==> src/rtl/dds_cmd_parser.sv <==
// Decodes 7-byte parameter-write frames (55 AA ch cmd vh vl xor) for one DDS channel.
// Define DDS_CMD_TIMEOUT_EN to abandon frames that stall longer than P_TIMEOUT cycles.
module dds_cmd_parser #(
  parameter logic [7:0] P_CNT     = 8'd0,
  parameter int         P_TIMEOUT = 1024
) (
  input  logic        i_clk,
  input  logic        i_rst,
  input  logic [7:0]  i_rx_data,
  input  logic        i_rx_vld,
  input  logic        i_rx_last,
  output logic        o_dds_run,
  output logic        o_dds_run_vld,
  output logic [2:0]  o_dds_type,
  output logic        o_dds_type_vld,
  output logic [15:0] o_dds_frq,
  output logic        o_dds_frq_vld,
  output logic [11:0] o_dds_amp,
  output logic        o_dds_amp_vld,
  output logic [12:0] o_dds_p2p,
  output logic        o_dds_p2p_vld,
  output logic [12:0] o_dds_offset,
  output logic        o_dds_offset_vld,
  output logic [11:0] o_dds_phase,
  output logic        o_dds_phase_vld,
  output logic [9:0]  o_dds_duty,
  output logic        o_dds_duty_vld,
  output logic [7:0]  o_err_cnt
);
  typedef enum logic [2:0] {IDLE, SYNC, CH, CMD, VH, VL, CHK} state_e;

  state_e      state_q;
  logic [7:0]  ch_q, cmd_q, vh_q, vl_q;
  logic [7:0]  err_cnt_q, err_cnt_d;
  logic        run_q, run_vld_q, type_vld_q, frq_vld_q, amp_vld_q;
  logic        p2p_vld_q, offset_vld_q, phase_vld_q, duty_vld_q;
  logic [2:0]  type_q;
  logic [15:0] frq_q;
  logic [11:0] amp_q, phase_q;
  logic [12:0] p2p_q, offset_q;
  logic [9:0]  duty_q;

  logic [15:0] val;
  logic        in_range, csum_ok, ch_hit, chk_byte, accept, reject, abort, timeout, err_ev;

  always_comb begin
    val      = {vh_q, vl_q};
    in_range = 1'b0;
    case (cmd_q)
      8'h01:   in_range = (val <= 16'd1);
      8'h02:   in_range = (val <= 16'd7);
      8'h03:   in_range = (val <= 16'd50000);
      8'h04:   in_range = (val <= 16'd3000);
      8'h05:   in_range = (val <= 16'd6000);
      8'h06:   in_range = (val <= 16'd6000);
      8'h07:   in_range = (val <= 16'd3600);
      8'h08:   in_range = (val <= 16'd1000);
      default: in_range = 1'b0;
    endcase
    csum_ok  = ((ch_q ^ cmd_q ^ vh_q ^ vl_q) == i_rx_data);
    ch_hit   = (ch_q == P_CNT) || (ch_q == 8'hFF);
    chk_byte = i_rx_vld && (state_q == CHK);
    accept   = chk_byte && csum_ok && ch_hit && in_range;
    // Foreign-channel frames with a good checksum are dropped without counting an error.
    reject   = chk_byte && (!csum_ok || (ch_hit && !in_range));
    // A 0x55 in IDLE opens a frame, so a last flag on it is also a truncated frame.
    abort    = i_rx_vld && i_rx_last &&
               ((state_q == IDLE) ? (i_rx_data == 8'h55) : (state_q != CHK));
    err_ev   = abort || reject || timeout;
    err_cnt_d = (err_ev && (err_cnt_q != 8'hFF)) ? err_cnt_q + 8'd1 : err_cnt_q;
  end

`ifdef DDS_CMD_TIMEOUT_EN
  localparam int TW = $clog2(P_TIMEOUT + 1);
  logic [TW-1:0] tmo_cnt_q;

  assign timeout = (state_q != IDLE) && !i_rx_vld && (tmo_cnt_q == TW'(P_TIMEOUT - 1));

  always_ff @(posedge i_clk) begin
    if (i_rst || state_q == IDLE || i_rx_vld || timeout) tmo_cnt_q <= '0;
    else                                                  tmo_cnt_q <= tmo_cnt_q + 1'b1;
  end
`else
  assign timeout = 1'b0;
`endif

  always_ff @(posedge i_clk) begin
    if (i_rst) begin
      state_q      <= IDLE;
      ch_q         <= '0;
      cmd_q        <= '0;
      vh_q         <= '0;
      vl_q         <= '0;
      err_cnt_q    <= '0;
      run_q        <= '0;
      type_q       <= '0;
      frq_q        <= '0;
      amp_q        <= '0;
      p2p_q        <= '0;
      offset_q     <= '0;
      phase_q      <= '0;
      duty_q       <= 10'd500;
      run_vld_q    <= 1'b0;
      type_vld_q   <= 1'b0;
      frq_vld_q    <= 1'b0;
      amp_vld_q    <= 1'b0;
      p2p_vld_q    <= 1'b0;
      offset_vld_q <= 1'b0;
      phase_vld_q  <= 1'b0;
      duty_vld_q   <= 1'b0;
    end else begin
      run_vld_q    <= 1'b0;
      type_vld_q   <= 1'b0;
      frq_vld_q    <= 1'b0;
      amp_vld_q    <= 1'b0;
      p2p_vld_q    <= 1'b0;
      offset_vld_q <= 1'b0;
      phase_vld_q  <= 1'b0;
      duty_vld_q   <= 1'b0;
      err_cnt_q    <= err_cnt_d;
      if (accept) begin
        case (cmd_q)
          8'h01:   begin run_q    <= val[0];     run_vld_q    <= 1'b1; end
          8'h02:   begin type_q   <= val[2:0];   type_vld_q   <= 1'b1; end
          8'h03:   begin frq_q    <= val;        frq_vld_q    <= 1'b1; end
          8'h04:   begin amp_q    <= val[11:0];  amp_vld_q    <= 1'b1; end
          8'h05:   begin p2p_q    <= val[12:0];  p2p_vld_q    <= 1'b1; end
          8'h06:   begin offset_q <= val[12:0];  offset_vld_q <= 1'b1; end
          8'h07:   begin phase_q  <= val[11:0];  phase_vld_q  <= 1'b1; end
          8'h08:   begin duty_q   <= val[9:0];   duty_vld_q   <= 1'b1; end
          default: ;
        endcase
      end
      if (i_rx_vld) begin
        if (abort) state_q <= IDLE;
        else begin
          case (state_q)
            IDLE:    if (i_rx_data == 8'h55) state_q <= SYNC;
            SYNC:    if (i_rx_data == 8'hAA) state_q <= CH;
                     else if (i_rx_data != 8'h55) state_q <= IDLE;
            CH:      begin ch_q  <= i_rx_data; state_q <= CMD; end
            CMD:     begin cmd_q <= i_rx_data; state_q <= VH;  end
            VH:      begin vh_q  <= i_rx_data; state_q <= VL;  end
            VL:      begin vl_q  <= i_rx_data; state_q <= CHK; end
            default: state_q <= IDLE;
          endcase
        end
      end else if (timeout) begin
        state_q <= IDLE;
      end
    end
  end

  assign o_dds_run        = run_q;
  assign o_dds_run_vld    = run_vld_q;
  assign o_dds_type       = type_q;
  assign o_dds_type_vld   = type_vld_q;
  assign o_dds_frq        = frq_q;
  assign o_dds_frq_vld    = frq_vld_q;
  assign o_dds_amp        = amp_q;
  assign o_dds_amp_vld    = amp_vld_q;
  assign o_dds_p2p        = p2p_q;
  assign o_dds_p2p_vld    = p2p_vld_q;
  assign o_dds_offset     = offset_q;
  assign o_dds_offset_vld = offset_vld_q;
  assign o_dds_phase      = phase_q;
  assign o_dds_phase_vld  = phase_vld_q;
  assign o_dds_duty       = duty_q;
  assign o_dds_duty_vld   = duty_vld_q;
  assign o_err_cnt        = err_cnt_q;
endmodule

==> config.mk <==
export PLATFORM = sky130hd
export DESIGN_NAME = dds_cmd_parser
export DESIGN_NICKNAME = d
export VERILOG_FILES = /design/src/rtl/dds_cmd_parser.sv
export SDC_FILE = /design/constraint.sdc
export NUM_CORES = 1
export LEC_CHECK = 0
export BUFFER_PORTS_ARGS = -buffer_cell sky130_fd_sc_hd__buf_2
export CAP_MARGIN = 10
export CORE_UTILIZATION = 56
export DETAILED_ROUTE_END_ITERATION = 6
export GPL_ROUTABILITY_DRIVEN = 0
export HOLD_SLACK_MARGIN = 0.08
export PLACE_DENSITY_LB_ADDON = 0.05
export SLEW_MARGIN = 10
export SYNTH_ARGS = -nofsm -noshare
export SYNTH_HDL_FRONTEND = slang
export SYNTH_SLANG_ARGS = --single-unit
==> constraint.sdc <==
create_clock -name i_clk -period 4.7 [get_ports i_clk]
set_input_delay 0.94 -clock i_clk [delete_from_list [all_inputs] [get_ports i_clk]]
set_output_delay 0.94 -clock i_clk [all_outputs]
set_load 0.005 [all_outputs]
==> summary.md, run 1 <==
| Metric | Value |
|---|---|
| Type of destination of the critical path | `register` |
| Vias in the first global route | `4458` |
| Setup violations, final | `0` |
| Boundary Pins | `108` |
| Starting density of the core | `58.5%` |
| CP startpoint kind | `register` |
| Clock transition at the registers of the reported paths | `60 ps` |
| Setup TNS | `0 ps` |
| Max-slew violations | `0` |
| Met3 WL | `1110 um` |
| Post-cts sizing count | `0` |
| RSZ-0062 raised after global routing | `no` |
| Arr. time, crit path | `4100 ps` |
| Critical path data required time | `5060 ps` |
| Overall routed net length | `14500 um` |
| Number of enable-type register cells in the synthesized netlist | `0` |
| Number of buffers added to fix hold violations after cts | `0` |
| Remaining DRCs | `0` |
| Flip-flop cell with the highest count after synthesis | `dfxtp_1` |
| Skew-Pair Late Insertion Delay | `530 ps` |
| Number of antenna violations at the first check in global routing | `0` |
| Total power density per cell area | `378 nW/um^2` |
| Post-route clock period utilization | `79.5%` |
| Post-DR wirelength/cell | `17.6 um` |
| Clk sink count | `131` |
| Warnings, synthesis | `0` |
| Sequential-to-total area share from yosys stat | `45.4%` |
| Static power due to leakage | `3.21 nW` |
| Sw power | `0.517 mW` |
| Share of layout cells above drive strength 1 | `22.8%` |
| Headroom to the max-slew limit | `28.9%` |
| Worst-Margin Slew | `1070 ps` |
| Hold Worst Slack | `488 ps` |
| Power after layout | `2.66 mW` |
| GRT overflow | `0` |
| Category of the most critical setup path | `reg2reg` |
| First DRT Iteration DRCs | `373` |
| WL met1 | `6370 um` |
| Synthesized instance count | `592` |
| Proportion of power drawn by the clock network | `56.3%` |
| Number of antenna repair diodes | `0` |
| Flop pwr share | `41.8%` |
| Leading cell type in the layout, fill and taps excluded | `nor2_1` |
| Inserted Clock Buffers | `17` |
| Most frequent cells in the layout | `nor2_1 (133), dfxtp_1 (131), mux2i_1 (107)` |
| Start point of the critical path | `vl_q[1]` |
| Number of distinct library cells after synthesis | `59` |
| Switch share | `19.5%` |
| TritonCTS clock tree | `built` |
| Internal Power | `2.14 mW` |
| Area inside the core boundary | `9860 sq um` |
| Die H | `104 um` |
| Mapped Nets | `605` |
| Max Clk Rate | `0.268 GHz` |
| Hold path startpoint | `o_dds_frq[15]` |
| Comb pwr share | `1.8%` |
| Hold Path Class | `reg2reg` |
| Largest vdd supply drop | `0.252 mV` |
| Root buffer cell | `clkbuf_8` |
| Wire length of the first global-routing pass | `23500 um` |
| Port buffer count | `107` |
| Filler Cells Inserted | `756` |
| Area of the die | `10700 sq um` |
| Die X | `104 um` |
| GRT Total Usage | `28.3%` |
| Post-layout net count | `694` |
| Proportion of synthesized flip-flops having asynchronous set or reset | `0%` |
| Number of nets still failing antenna checks after routing | `0` |
| Vias after detailed routing | `4703` |
| Top layer used by detailed routing | `met4` |
| Signed area change from the synthesized netlist to the final layout | `21.6%` |
| CP max FO | `13` |
| Hpwl dp | `9420 um` |
| DRT Pass-1 Iters | `5` |
| Count of standard-cell rows | `36` |
| Pin count of the biggest net entering global routing | `110` |
| Setup clock skew after layout | `7.16 ps` |
| Routed met2 length | `6800 um` |
| Number of maximum-capacitance violations | `0` |
| Post-synthesis instance area | `5770 sq um` |
| Min cycle time layout | `3740 ps` |
| Status | `completed` |
| Critical register-to-register path startpoint | `vl_q[1]` |
| Post-CTS setup repair buffer count | `0` |
| Mean instance size in the synthesized netlist | `9.75 sq um` |
| Total number of H-tree levels | `4` |
| Drt via density | `5.69` |
| Post-synthesis register bit count | `131` |
| Hold Fails Final Rpt | `0` |
| Maximum count of clock buffers along a single path | `2` |
-- state kept, by name (all words and copies together), names as in the netlist, 10 cells and up --
signal,cells
o_dds_p2p,13
o_dds_duty,10
o_dds_phase,12
o_dds_amp,12
o_dds_offset,13
o_dds_frq,16
-- power groups by stage --
stage	Sequential [mW]	Clock (mW)	Combinational, mW
after floorplan	1.13	0	0.0316
after global placement	1.14	0	0.0475
after detailed placement	1.14	0	0.0484
after CTS	1.11	1.51	0.0485
after global routing	1.11	1.56	0.0525
final	1.11	1.50	0.0488
-- worst paths after layout --
kind / to / cells past startpoint / slack (ps)
setup / recovery: o_dds_phase[9] / 8 / 960
hold / removal: o_dds_frq[15] / 2 / 490
setup reg to reg: o_dds_phase[9] / 8 / 960
hold reg to reg: o_dds_frq[15] / 2 / 490
-- metal layers --
| metal | GRT usage (%) | vias up |
|---|---|---|
| met3 | 8.68 | 21 |
| met5 | 0 | - |
| met4 | 9.73 | 0 |
| li1 | - | 2253 |
| met2 | 44.5 | 181 |
| met1 | 36.9 | 2248 |
-- cell type report --
cell class	count	area, sq um	area share [%]
inverters	1	3.75	0.0535
clock buffers	20	455	6.49
multi-input cells	416	2960	42.1
flip-flops and latches	131	2620	37.4
well taps	133	166	2.37
clock inverters	11	223	3.17
repair buffers	114	591	8.41
-- kinds of logic (layout without fill, tap and decap cells) --
| logic type | Yosys count | count (layout) | synth area share [%] |
|---|---|---|---|
| compound gates | 42 | 42 | 5.59 |
| xor+xnor | 27 | 27 | 5.53 |
| fa+ha+maj | 1 | 1 | 0.217 |
| buf+inv | 45 | 146 | 3.47 |
| flops | 131 | 131 | 45.4 |
| mux | 110 | 110 | 19.1 |
| simple gates | 236 | 236 | 20.7 |
-- synthesized netlist by cell type, types with 4 or more instances --
library cell  count  share of area, %
nand4_1           8              0.87
nor4bb_1          4              0.69
nor3_1            7              0.61
nand3_1           7              0.61
xnor2_1          21               3.2
a211o_1           6              0.91
o21ai_0           4              0.35
xnor3_1           6               2.3
buf_2            13               1.1
nand2_1          16               1.0
nor4_1           13               1.4
or4_1             4              0.52
mux2i_1         107                19
nor2_1          133               8.6
nor2b_1          10               1.1
clkbuf_1         26               1.7
a21oi_1          12               1.0
dfxtp_1         131                45
-- through the flow --
stage | util, % | cells | instance area, sq um | worst slack [ps]
after global routing | 71.2 | 826 | 7020 | 767
final | 71.2 | 826 | 7020 | 962
after CTS | 71.1 | 825 | 7010 | 998
after floorplan | - | 592 | 5770 | 1640
after detailed placement | 64.2 | 794 | 6330 | 1040
after global placement | 64.2 | 794 | 6330 | 1080
-- worst max-delay path, cell delays in order, from the launching register on --
cell	delay, ps
dfxtp_1	820
o41ai_1	200
a2111oi_0	730
nor4_1	140
or3_2	490
o21a_1	260
nand2_1	530
mux2i_1	320
nor2_1	80
Power figures use the tool's default switching activity.
==> run 2: changes to the inputs <==
- CORE_UTILIZATION: 56 -> 50
- clock period: 4.7 -> 3.1 ns (I/O delays scaled with it)
==> run 2 against run 1 <==
- setup slack got worse by 810 ps
- clock skew rose by 0.52 ps
- cell area rose by 3.7%
- wire length rose by 2.6%
- die area rose by 12%
- hold slack improved by 3.5 ps
- clock-buffer cell count fell by 3
- largest power group unchanged
- global-route usage fell by 2.5 points
- critical path type unchanged
- total power rose by 46%
- via count rose by 1.3%
==> summary.md, run 2 (synthesis results as in run 1) <==
| Metric | Value |
|---|---|
| Port buffer count | `107 (unchanged)` |
| Most frequent cells in the layout | `nor2_1 (133), dfxtp_1 (131), mux2i_1 (107)` |
| Min cycle time layout | `2950 ps (-785 ps)` |
| Hpwl dp | `10200 um (+8.2%)` |
| Number of maximum-capacitance violations | `0 (unchanged)` |
| TritonCTS clock tree | `built` |
| Drt via density | `5.53 (-3.0%)` |
| Category of the most critical setup path | `reg2reg` |
| Cell chain of the critical path | `or4_4 -> or3_1 -> or4_1 -> a41oi_1 -> a21oi_2 -> nand3_1 -> mux2_1` |
| CP startpoint kind | `register` |
| Max-slew violations | `0 (unchanged)` |
| RSZ-0062 raised after global routing | `no` |
| Die X | `109 um (+5.7%)` |
| Dominant delay contributor by cell family on the critical path | `simple AND/OR/NAND/NOR gates` |
| Static power due to leakage | `3.36 nW (+4.6%)` |
| Remaining DRCs | `0 (unchanged)` |
| Arr. time, crit path | `3250 ps (-850 ps)` |
| WP buf/inv | `0 (unchanged)` |
| Cell depth of the worst setup path | `7 (-1)` |
| Crit path max-delay cell type | `or4_4` |
| GRT Total Usage | `25.8% (-2.5 points)` |
| Total number of H-tree levels | `4 (unchanged)` |
| Count of standard-cell rows | `38 (+5.6%)` |
| Wire length of the first global-routing pass | `23000 um (-2.4%)` |
| Die H | `109 um (+5.7%)` |
| Hold Path Class | `reg2reg` |
| Critical path data required time | `3400 ps (-1660 ps)` |
| Share of layout cells above drive strength 1 | `26.0% (+3.2 points)` |
| Instance count after placement with tap cells included | `830 (+4.5%)` |
| Total power density per cell area | `532 nW/um^2 (+41%)` |
| Number of antenna repair diodes | `0 (unchanged)` |
| Hold Path Depth | `2 (unchanged)` |
| Root buffer cell | `clkbuf_16` |
| Area inside the core boundary | `11000 sq um (+12%)` |
| Post-route clock period utilization | `95.2% (+16 points)` |
| Area of the die | `12000 sq um (+12%)` |
| DRT Pass-1 Iters | `4 (-1)` |
| Largest register FFs | `16 (unchanged)` |
| Number of standard cells in the final layout excluding fillers | `862 (+4.4%)` |
| Leading cell type in the layout, fill and taps excluded | `nor2_1` |
| Number of antenna violations at the first check in global routing | `0 (unchanged)` |
| Setup clock skew after layout | `7.68 ps (+0.516 ps)` |
| Max Clk Rate | `0.339 GHz (+27%)` |
| Starting density of the core | `52.3% (-6.2 points)` |
| Clock transition at the registers of the reported paths | `60 ps (about the same)` |
| Clk sink count | `131 (unchanged)` |
| GRT overflow | `0 (unchanged)` |
| Pin count of the biggest net entering global routing | `84 (-24%)` |
| Post-layout net count | `722 (+4.0%)` |
| Setup TNS | `0 ps (unchanged)` |
| Vias after detailed routing | `4763 (+1.3%)` |
| Post-CTS setup repair buffer count | `0 (unchanged)` |
| CP max FO | `9 (-4)` |
| Worst-Margin Slew | `697 ps (-370 ps)` |
| Delay of the slowest cell on the worst path | `590 ps (-230 ps)` |
| Status | `completed` |
| Utilization after layout | `66.0% (-5.2 points)` |
| Setup violations, final | `0 (unchanged)` |
| Number of nets still failing antenna checks after routing | `0 (unchanged)` |
| Headroom to the max-slew limit | `53.3% (+24 points)` |
| Hold Fails Final Rpt | `0 (unchanged)` |
| Signed area change from the synthesized netlist to the final layout | `26.1%` |
| Skew-Pair Late Insertion Delay | `420 ps (-110 ps)` |
| Worst Reg-to-Reg Cells | `7 (-1)` |
| Vias in the first global route | `4455 (-0.067%)` |
| Type of destination of the critical path | `register` |
| Maximum count of clock buffers along a single path | `2 (unchanged)` |
| Largest vdd supply drop | `0.445 mV (+76%)` |
| Overall routed net length | `14900 um (+2.6%)` |
| Post-DR wirelength/cell | `17.3 um (-1.7%)` |
| Boundary Pins | `108 (unchanged)` |
| Inserted Clock Buffers | `17 (unchanged)` |
| First DRT Iteration DRCs | `359 (-3.8%)` |
run 2: changes by cell type in the layout (fill, tap and decap cells not counted), sizes merged:
cell	delta
clkinv	+2
buf	+29
clkinvlp	+1
bufinv	-2
clkbuf	-4
inv	+3
run 2: path summary, 6_finish.rpt:
path,start,endpoint,slack (ps)
min,o_dds_offset[4],o_dds_offset[4],490
max reg2reg,cmd_q[4],o_err_cnt[6],150
max,cmd_q[4],o_err_cnt[6],150
min reg2reg,o_dds_offset[4],o_dds_offset[4],490
run 2: layout make-up:
cell class	instances	area [sq um]
Inverter	1	3.75
Sequential cell	131	2620
Timing Repair Buffer	142	888
Clock inverter	15	203
Multi-Input combinational cell	416	2960
Tap cell	140	175
Fill cell	928	3750
Clock buffer	17	425
run 2: metal layers:
metal	GRT usage, %	routed length [um]
met3	5.69	845
met4	10.1	226
met5	0	0
met1	32.5	6670
met2	42.9	7140
run 2: report_power, final:
| group | internal [mW] | leakage, nW | total, mW | switching (mW) |
|---|---|---|---|---|
| registers | 1.68 | 1.05 | 1.68 | 0.000249 |
| logic | 0.0311 | 2.00 | 0.0828 | 0.0518 |
| clock network | 1.35 | 0.304 | 2.11 | 0.755 |
run 2: timing repair:
action | 4_1_cts | 5_1_grt
resized for setup | 0 | 1
endpoints found under the setup margin | 0 | 3
hold buffers | 0 | 0
run 2: metrics by stage:
stage / cell area (sq um) / hold WS, ps / setup slack [ps] / total power [mW]
2_1_floorplan: 5770 / 485 / 304 / 1.77
3_3_place_gp: 6650 / 469 / -28.2 / 1.80
3_5_place_dp: 6650 / 480 / -67.2 / 1.80
4_1_cts: 7280 / 495 / 63.3 / 3.90
5_1_grt: 7280 / 513 / 0.767 / 3.99
6_report: 7280 / 492 / 147 / 3.87
run 2: worst register-to-register path: cells and delay by family, from the launching register on:
family | cells | cell delay, ps
multiplexers | 1 | 320
AO/OA/AOI/OAI | 2 | 500
flip-flops | 1 | 340
AND/OR/NAND/NOR | 4 | 1670
==> run 3: changes to the inputs <==
- MAX_ROUTING_LAYER: not set -> met4
==> run 3 against run 2 <==
- global-route usage rose by 0.75 points
- clock skew shrank 0.69 ps
- non-clock buffer count unchanged
==> summary.md, run 3 (synthesis results as in run 1) <==
| Metric | Value |
|---|---|
| Cell chain of the critical path | `or4_4 -> or3_1 -> or4_1 -> a41oi_1 -> a21oi_2 -> nand4_1 -> mux2_1` |
| Wire length of the first global-routing pass | `23000 um (unchanged)` |
| Reg2Reg Capture Point | `o_err_cnt[3]` |
| Hold Path Class | `reg2reg` |
| Number of antenna violations at the first check in global routing | `0 (unchanged)` |
| RSZ-0062 raised after global routing | `no` |
| Overall routed net length | `14900 um (+0.11%)` |
| Total power density per cell area | `531 nW/um^2 (about the same)` |
| Leading cell type in the layout, fill and taps excluded | `nor2_1` |
| Setup clock skew after layout | `6.99 ps (-0.691 ps)` |
| Category of the most critical setup path | `reg2reg` |
| Pin count of the biggest net entering global routing | `84 (unchanged)` |
| Met3 WL | `815 um (-3.6%)` |
| Critical path data required time | `3400 ps (about the same)` |
| Count of standard-cell rows | `38 (unchanged)` |
| Arr. time, crit path | `3240 ps (about the same)` |
| Routed met2 length | `7170 um (+0.42%)` |
| WL met1 | `6690 um (+0.33%)` |
| Post-DR wirelength/cell | `17.3 um (+0.11%)` |
| Remaining DRCs | `0 (unchanged)` |
| Max-slew violations | `0 (unchanged)` |
| WP buf/inv | `0 (unchanged)` |
| Die X | `109 um (unchanged)` |
| Vias after detailed routing | `4745 (-0.38%)` |
| Hold Fails Final Rpt | `0 (unchanged)` |
| Die H | `109 um (unchanged)` |
| Total number of H-tree levels | `4 (unchanged)` |
| Boundary Pins | `108 (unchanged)` |
| Cell depth of the worst setup path | `7 (unchanged)` |
| DRT Pass-1 Iters | `4 (unchanged)` |
| Top layer used by detailed routing | `met4` |
| Vias in the first global route | `4446 (-0.20%)` |
| Starting density of the core | `52.3% (unchanged)` |
| Status | `completed` |
| Worst Reg-to-Reg Cells | `7 (unchanged)` |
| Post-CTS setup repair buffer count | `0 (unchanged)` |
| Static power due to leakage | `3.36 nW (unchanged)` |
| Clock transition at the registers of the reported paths | `60 ps (about the same)` |
| First DRT Iteration DRCs | `332 (-7.5%)` |
| GRT overflow | `0 (unchanged)` |
| Number of nets still failing antenna checks after routing | `0 (unchanged)` |
| Skew-Pair Late Insertion Delay | `420 ps (about the same)` |
| Dominant delay contributor by cell family on the critical path | `simple AND/OR/NAND/NOR gates` |
| Root buffer cell | `clkbuf_16` |
| Worst reg2reg setup slack | `160 ps (about the same)` |
| Max Clk Rate | `0.340 GHz (+0.39%)` |
| Worst-Margin Slew | `687 ps (-9.74 ps)` |
| Setup violations, final | `0 (unchanged)` |
| Hold Worst Slack | `492 ps (-0.117 ps)` |
| Start point of the critical path | `cmd_q[4]` |
| Crit path max-delay cell type | `or4_4` |
| Drt via density | `5.50 (-0.38%)` |
| CP startpoint kind | `register` |
| End point of the critical path | `o_err_cnt[3]` |
| Post-cts sizing count | `0 (unchanged)` |
| Post-layout net count | `722 (unchanged)` |
| Cell area after layout | `7280 sq um (unchanged)` |
| GRT Total Usage | `26.5% (+0.75 points)` |
| Most frequent cells in the layout | `nor2_1 (133), dfxtp_1 (131), mux2i_1 (107)` |
| Largest vdd supply drop | `0.445 mV (about the same)` |
| Area of the die | `12000 sq um (unchanged)` |
| Area inside the core boundary | `11000 sq um (unchanged)` |
| Number of buffers added to fix hold violations after cts | `0 (unchanged)` |
| Signed area change from the synthesized netlist to the final layout | `26.1% (unchanged)` |
| Critical register-to-register path startpoint | `cmd_q[4]` |
| TritonCTS clock tree | `built` |
| Delay of the slowest cell on the worst path | `590 ps (about the same)` |
| Number of antenna repair diodes | `0 (unchanged)` |
| Hpwl dp | `10200 um (unchanged)` |
| Maximum count of clock buffers along a single path | `2 (unchanged)` |
| Largest register FFs | `16 (unchanged)` |
| Headroom to the max-slew limit | `53.9% (+0.65 points)` |
| Min cycle time layout | `2940 ps (-11.5 ps)` |
| Post-route clock period utilization | `94.9% (-0.37 points)` |
| Type of destination of the critical path | `register` |
| Share of layout cells above drive strength 1 | `26.0% (unchanged)` |
| Post-detailed-placement cell area | `6650 sq um (unchanged)` |
| CP max FO | `9 (unchanged)` |
| Port buffer count | `107 (unchanged)` |
| Clk sink count | `131 (unchanged)` |
| Number of maximum-capacitance violations | `0 (unchanged)` |
| Inserted Clock Buffers | `17 (unchanged)` |
run 3: worst register-to-register path: stages (launching register included):
cell and delay [ps]:
dfxtp_1 340, or4_4 590, or3_1 410, or4_1 540, a41oi_1 310, a21oi_2 190
nand4_1 140, mux2_1 320
run 3: power breakdown:
group	leakage, nW	total (mW)	internal [mW]	switching (mW)
Clock	0.304	2.10	1.35	0.751
Combinational	2.00	0.0828	0.0311	0.0517
Sequential	1.05	1.68	1.68	0.000251
Total	3.36	3.87	3.07	0.803
run 3: how the worst min path moves through the flow:
stage,to,from,cells after the start,slack (ps)
finish,o_dds_offset[4],o_dds_offset[4],2,490
CTS,o_dds_frq[4],o_dds_frq[4],2,490
floorplan,o_dds_frq[10],o_dds_frq[10],2,480
global route,o_dds_offset[11],o_dds_offset[11],2,510
detailed placement,o_dds_frq[5],o_dds_frq[5],2,480
global placement,o_dds_p2p[2],o_dds_p2p[2],2,470
run 3: layout make-up:
| type | instances | area, sq um |
|---|---|---|
| Timing Repair Buffer | 142 | 888 |
| Fill cell | 928 | 3750 |
| Multi-Input combinational cell | 416 | 2960 |
| Tap cell | 140 | 175 |
| Clock buffer | 17 | 425 |
| Inverter | 1 | 3.75 |
| Sequential cell | 131 | 2620 |
| Clock inverter | 15 | 203 |
run 3: layer usage:
metal	up-vias	track usage [%]
met4	0	10.1
li1	2303	-
met2	137	42.7
met3	24	5.51
met5	-	-
met1	2281	32.8
run 3: metrics by stage:
step / instances / util (%) / setup WS (ps) / TNS, ps / power, mW
5_1_grt: 862 / 66.0 / 0.767 / 0 / 3.99
3_3_place_gp: 830 / 60.3 / -28.2 / -65.8 / 1.80
4_1_cts: 862 / 66.0 / 63.3 / 0 / 3.90
2_1_floorplan: 592 / - / 304 / 0 / 1.77
3_5_place_dp: 830 / 60.3 / -67.2 / -185 / 1.80
6_report: 862 / 66.0 / 159 / 0 / 3.87
